`src/rtl/sram_mem_ctrl.sv`:
```
`default_nettype none
// ============================================================================
// Module      : sram_mem_ctrl
// Description : MEM-stage access controller for an external multi-cycle SRAM.
//               Translates ALU byte addresses into SRAM word addresses and
//               runs each load/store through a wait-state FSM, holding
//               'ready' low so the pipeline freezes until the access is done.
// Revision    : 1.0 - initial release
// ============================================================================
module sram_mem_ctrl #(
  parameter int          DATA_W      = 32,
  parameter int          ADDR_W      = 18,
  parameter int          WAIT_STATES = 5,
  parameter logic [31:0] BASE_ADDR   = 32'd1024
) (
  input  logic              clk,
  input  logic              rst,
  input  logic              wr_en,
  input  logic              rd_en,
  input  logic [31:0]       address,
  input  logic [DATA_W-1:0] wdata,
  output logic [DATA_W-1:0] rdata,
  output logic              ready,
  output logic [ADDR_W-1:0] sram_addr,
  output logic [DATA_W-1:0] sram_dq_out,
  input  logic [DATA_W-1:0] sram_dq_in,
  output logic              sram_dq_oe,
  output logic              sram_we_n
);

  typedef enum logic [1:0] {
    S_IDLE   = 2'd0,
    S_ACCESS = 2'd1,
    S_DONE   = 2'd2
  } state_t;

  // Counter value on the final ACCESS cycle (WAIT_STATES is limited to 1..15).
  localparam logic [3:0] c_LAST_CNT = 4'(WAIT_STATES - 1);

  state_t            r_state;
  state_t            w_state_nxt;
  logic [3:0]        r_cnt;
  logic              r_is_wr;
  logic [ADDR_W-1:0] r_addr;
  logic [DATA_W-1:0] r_dq_out;
  logic [DATA_W-1:0] r_rdata;

  logic              w_req;
  logic              w_last;
  logic              w_ready;
  logic              w_we_n;
  logic              w_oe;
  logic [ADDR_W-1:0] w_word;

  // A store wins over a load when both are requested.
  assign w_req  = rd_en | wr_en;
  // 32-bit wrapping subtract, then byte->word; high bits alias silently.
  assign w_word = ADDR_W'((address - BASE_ADDR) >> 2);
  assign w_last = (r_cnt == c_LAST_CNT);

  // State register; an asynchronous reset aborts any access in flight.
  always_ff @(posedge clk or negedge rst) begin
    if (!rst) begin
      r_state <= S_IDLE;
    end else begin
      r_state <= w_state_nxt;
    end
  end

  // Next-state and SRAM strobe / ready decode.
  always_comb begin
    w_state_nxt = r_state;
    w_ready     = 1'b1;
    w_we_n      = 1'b1;
    w_oe        = 1'b0;
    case (r_state)
      S_IDLE: begin
        w_ready = ~w_req;
        if (w_req) begin
          w_state_nxt = S_ACCESS;
        end
      end
      S_ACCESS: begin
        w_ready = 1'b0;
        w_we_n  = ~r_is_wr;
        w_oe    = r_is_wr;
        if (w_last) begin
          w_state_nxt = S_DONE;
        end
      end
      S_DONE: begin
        w_state_nxt = S_IDLE;
      end
      default: begin
        w_state_nxt = S_IDLE;
      end
    endcase
  end

  // Request latch, wait counter and load-data capture.
  always_ff @(posedge clk or negedge rst) begin
    if (!rst) begin
      r_cnt    <= 4'd0;
      r_is_wr  <= 1'b0;
      r_addr   <= '0;
      r_dq_out <= '0;
      r_rdata  <= '0;
    end else begin
      case (r_state)
        S_IDLE: begin
          if (w_req) begin
            r_addr   <= w_word;
            r_dq_out <= wdata;
            r_is_wr  <= wr_en;
            r_cnt    <= 4'd0;
          end
        end
        S_ACCESS: begin
          r_cnt <= r_cnt + 4'd1;
          if (w_last && !r_is_wr) begin
            r_rdata <= sram_dq_in;
          end
        end
        default: begin
        end
      endcase
    end
  end

  assign rdata       = r_rdata;
  assign ready       = w_ready;
  assign sram_addr   = r_addr;
  assign sram_dq_out = r_dq_out;
  assign sram_dq_oe  = w_oe;
  assign sram_we_n   = w_we_n;

endmodule
`default_nettype wire

```
`config.mk`:
```
export PLATFORM = sky130hd
export DESIGN_NAME = sram_mem_ctrl
export DESIGN_NICKNAME = d
export VERILOG_FILES = /design/src/rtl/sram_mem_ctrl.sv
export SDC_FILE = /design/constraint.sdc
export NUM_CORES = 1
export LEC_CHECK = 0
export CAP_MARGIN = 5
export CORE_UTILIZATION = 59
export CTS_BUF_LIST = sky130_fd_sc_hd__clkbuf_8
export DETAILED_ROUTE_END_ITERATION = 10
export DONT_BUFFER_PORTS = 1
export PLACE_DENSITY_LB_ADDON = 0.3
export SETUP_SLACK_MARGIN = 0.02
export SLEW_MARGIN = 20
export SYNTH_ARGS = -nofsm -noshare
export SYNTH_HDL_FRONTEND = slang
export SYNTH_SLANG_ARGS = --single-unit
export TNS_END_PERCENT = 5
```
`constraint.sdc`:
```
create_clock -name clk -period 1.65 [get_ports clk]
set_input_delay 0.2475 -clock clk [delete_from_list [all_inputs] [get_ports clk]]
set_output_delay 0.2475 -clock clk [all_outputs]
set_load 0.01 [all_outputs]
```
==> metrics.md <==
| Metric | Value |
|---|---|
| Outcome | finished, violations left |
| Failing checks | hold timing |
| Cell Area, Synth | 3540 sq um |
| Worst-path fanout max | 32 |
| Worst Slack Setup Final | 12.2 ps |
| Num CTS Buffers | 9 |
| Clock H-tree levels | 3 |
| Fin Hold WS | -403 ps |
| Clock power share | 18.6% |
| Wirelength per Cell | 19.4 um |
| Slowest CP cell | dfrtp_1 |
| CP Class | register to register |
| Most common cell after layout, fill and taps aside | dfrtp_1 |
| Final HPWL DP | 4660 um |
| Vias in the first global route | 2044 |
| Yosys top cell by area | dfrtp_1 |
| Final ANT Viol Nets | 0 |
| CTS tree | built |
| DIE WIDTH | 79.5 um |
| Final Instance Count excl. Fillers | 330 |
| Worst VDD drop | 1.03 mV |
| Logic pwr share | 22.8% |
| Worst reg2reg path depth | 6 |
| Largest cells by area after synthesis | dfrtp_1, mux2_2, a21oi_1, or4_1, a31oi_1 |
| Sw Ratio | 34.3% |
| Pre-CTS WS | 3.22 ps |
| Leakage | 1.68 nW |
| Synth warn | 0 |
| IO buf count | 0 |
| Site Rows | 27 |
| Power density over the cells | 1980 nW/um^2 |
| Max-cap violation count | 0 |
| CP max stage delay | 380 ps |
| Max-slew headroom | 84.6% |
| Commonest cells after routing, fill and taps aside | dfrtp_1, mux2_2, a21oi_1, inv_1, clkbuf_8 |
| Grt total ovfl | 0 |
| Initial drt markers | 92 |
| Top delay family on crit path | flip-flops |
| Syn Inst Count | 245 |
| Initial Utilization | 62.8% |
| CP cell instances | inv_1, ha_1, nand3b_1, nor3_4, buf_12, mux2_2 |
| Flip-flop and latch count after synthesis | 89 |
| Sequential Power Share | 58.6% |
| Slew Viols, Final | 0 |
| Final WL | 6410 um |
| DP Area | 3680 sq um |
| Post-synthesis sequential area ratio | 62.8% |
| CP required | 1870 ps |
| Hold Path Class | input port to asynchronous set/reset pin |
| Final instance area | 3890 sq um |
| Die area | 6320 sq um |
| Via count | 1943 |
| Clock root buffer master | clkbuf_8 |
| Buf/Inv on CP | 2 |
| Final Skew | 10.5 ps |
| First-pass GRT wire length | 9950 um |
| Hold Fails Final Rpt | 89 |
| Crit share post-route | 99.3% |
| Reg-to-Reg End | rdata[30] |
| Clock Latency Late Sink | 340 ps |
| Reg-to-reg critical path startpoint | r_cnt[0] |
| Post-Syn Nets | 348 |
| CTS max path bufs | 2 |
| Reg2reg setup slack | 10 ps |
| Top cell type's share of synthesized area | 62.8% |
| Actual slew at the worst max-slew pin | 228 ps |
| Routability cong. | 0.731 |
| Syn avg cell area | 14.5 sq um |
| Top Ports | 185 |
| Initial antenna violation count | 0 |
| Sw power | 2.64 mW |
| TritonCTS Sinks | 89 |
| Diodes inserted | 0 |
| Unrepaired setup endpoints after global routing | yes |
| Tot GR Track Use | 20.9% |
| Vias per cell | 5.89 |
| Internal power | 5.05 mW |
| Synth-to-Final Area Change | 9.74% |
| Pin count of the biggest net entering global routing | 90 |
| Startpoint Class | register |
| Final #Nets | 356 |
| Clock-pin slew on the worst setup and hold paths | 80 ps |
| Die height | 79.5 um |
| # DRC | 0 |
| Minimum clock period | 1640 ps |
| Total power | 7.69 mW |
| FMAX | 0.611 GHz |
| Number of distinct library cells after synthesis | 28 |
| Worst setup EP type | register |
| Final setup viols | 0 |
| Fraction of layout cells with a size suffix above 1 | 39.9% |
| Placed cells | 314 |
| Initial DRT Pass Iterations | 4 |
| Area of the core | 5640 sq um |
| CP arrival | 1860 ps |
-- power by group through the flow --
| stage | Sequential (mW) | Clock (mW) | Combinational [mW] |
|---|---|---|---|
| 3_3_place_gp | 4.53 | 0 | 1.66 |
| 5_1_grt | 4.64 | 1.57 | 1.95 |
| 3_5_place_dp | 4.57 | 0 | 1.77 |
| 6_report | 4.51 | 1.43 | 1.75 |
| 4_1_cts | 4.53 | 1.48 | 1.77 |
| 2_1_floorplan | 4.31 | 0 | 1.43 |
-- repair_timing --
item                                    CTS  global route
endpoints found under the setup margin   27            34
endpoints found under the hold margin    89            89
setup buffers                             0             0
gates resized for setup                   1             3
-- final cells by class --
class,instances,area [sq um]
Clock buffer,9,124
Clock inverter,7,70.1
Fill cell,429,1750
Inverter,9,33.8
Multi-Input combinational cell,136,1260
Sequential cell,89,2230
Tap cell,72,90.1
Timing Repair Buffer,8,85.1
-- cells in the mapped netlist --
| cell type | n |
|---|---|
| dfrtp_1 | 89 |
| a31oi_1 | 6 |
| or3_1 | 2 |
| nor3b_1 | 2 |
| nor2_1 | 2 |
| or2_1 | 1 |
| mux2i_1 | 1 |
| and2_1 | 1 |
| xnor2_1 | 2 |
| mux2_2 | 73 |
| nand2_1 | 3 |
| inv_1 | 9 |
| o31ai_1 | 4 |
| nor3_1 | 2 |
| mux2_1 | 2 |
| or2_2 | 2 |
| nor2b_1 | 1 |
| buf_1 | 1 |
| ha_1 | 3 |
| buf_2 | 6 |
| a22o_1 | 1 |
| nand3b_1 | 1 |
| or4_1 | 6 |
| a21oi_1 | 12 |
| nand2b_1 | 2 |
| clkbuf_1 | 4 |
| nand4_1 | 1 |
| o21ai_0 | 6 |
-- sequential cells by signal, summed over array words and instances (netlist names) --
signal,cells
r_cnt,4
sram_addr,18
r_is_wr,1
sram_dq_out,32
r_state,2
rdata,32
-- worst max-delay path by stage --
| stage | startpoint | to | slack [ps] | cells past startpoint |
|---|---|---|---|---|
| 2_1_floorplan | r_state[1] | sram_dq_out[16] | 4 | 5 |
| 3_3_place_gp | address[14] | sram_addr[15] | 30 | 3 |
| 3_5_place_dp | r_cnt[0] | rdata[6] | 3 | 6 |
| 4_1_cts | r_cnt[0] | rdata[6] | -9 | 6 |
| 5_1_grt | r_cnt[1] | rdata[6] | -50 | 6 |
| 6_report | r_cnt[0] | rdata[30] | 10 | 6 |
-- logic make-up after synthesis --
family | after synthesis | share of synthesized area, %
mux | 76 | 24.1
flops | 89 | 62.8
xor+xnor | 2 | 0.494
buf+inv | 20 | 2.33
simple gates | 26 | 4.48
compound gates | 29 | 4.69
fa+ha+maj | 3 | 1.06
-- metal layers --
layer,track usage [%],part of all wire (%),vias to the layer above
met1,25.3,38,936
met3,8.80,11,8
li1,-,-,889
met5,0,0,-
met2,33.1,49,110
met4,8.55,1.2,0
-- worst register-to-register path: stages (launching register included) --
cell and delay, ps:
dfrtp_1 380, inv_1 60, ha_1 140, nand3b_1 160, nor3_4 190, buf_12 220
mux2_2 370
-- metrics by stage --
step	utilization [%]	setup TNS, ps
6_report	69.0	0
2_1_floorplan	-	0
4_1_cts	68.8	-10.6
3_3_place_gp	65.3	0
3_5_place_dp	65.3	0
5_1_grt	69.0	-974
(Power assumes the default switching activity.)
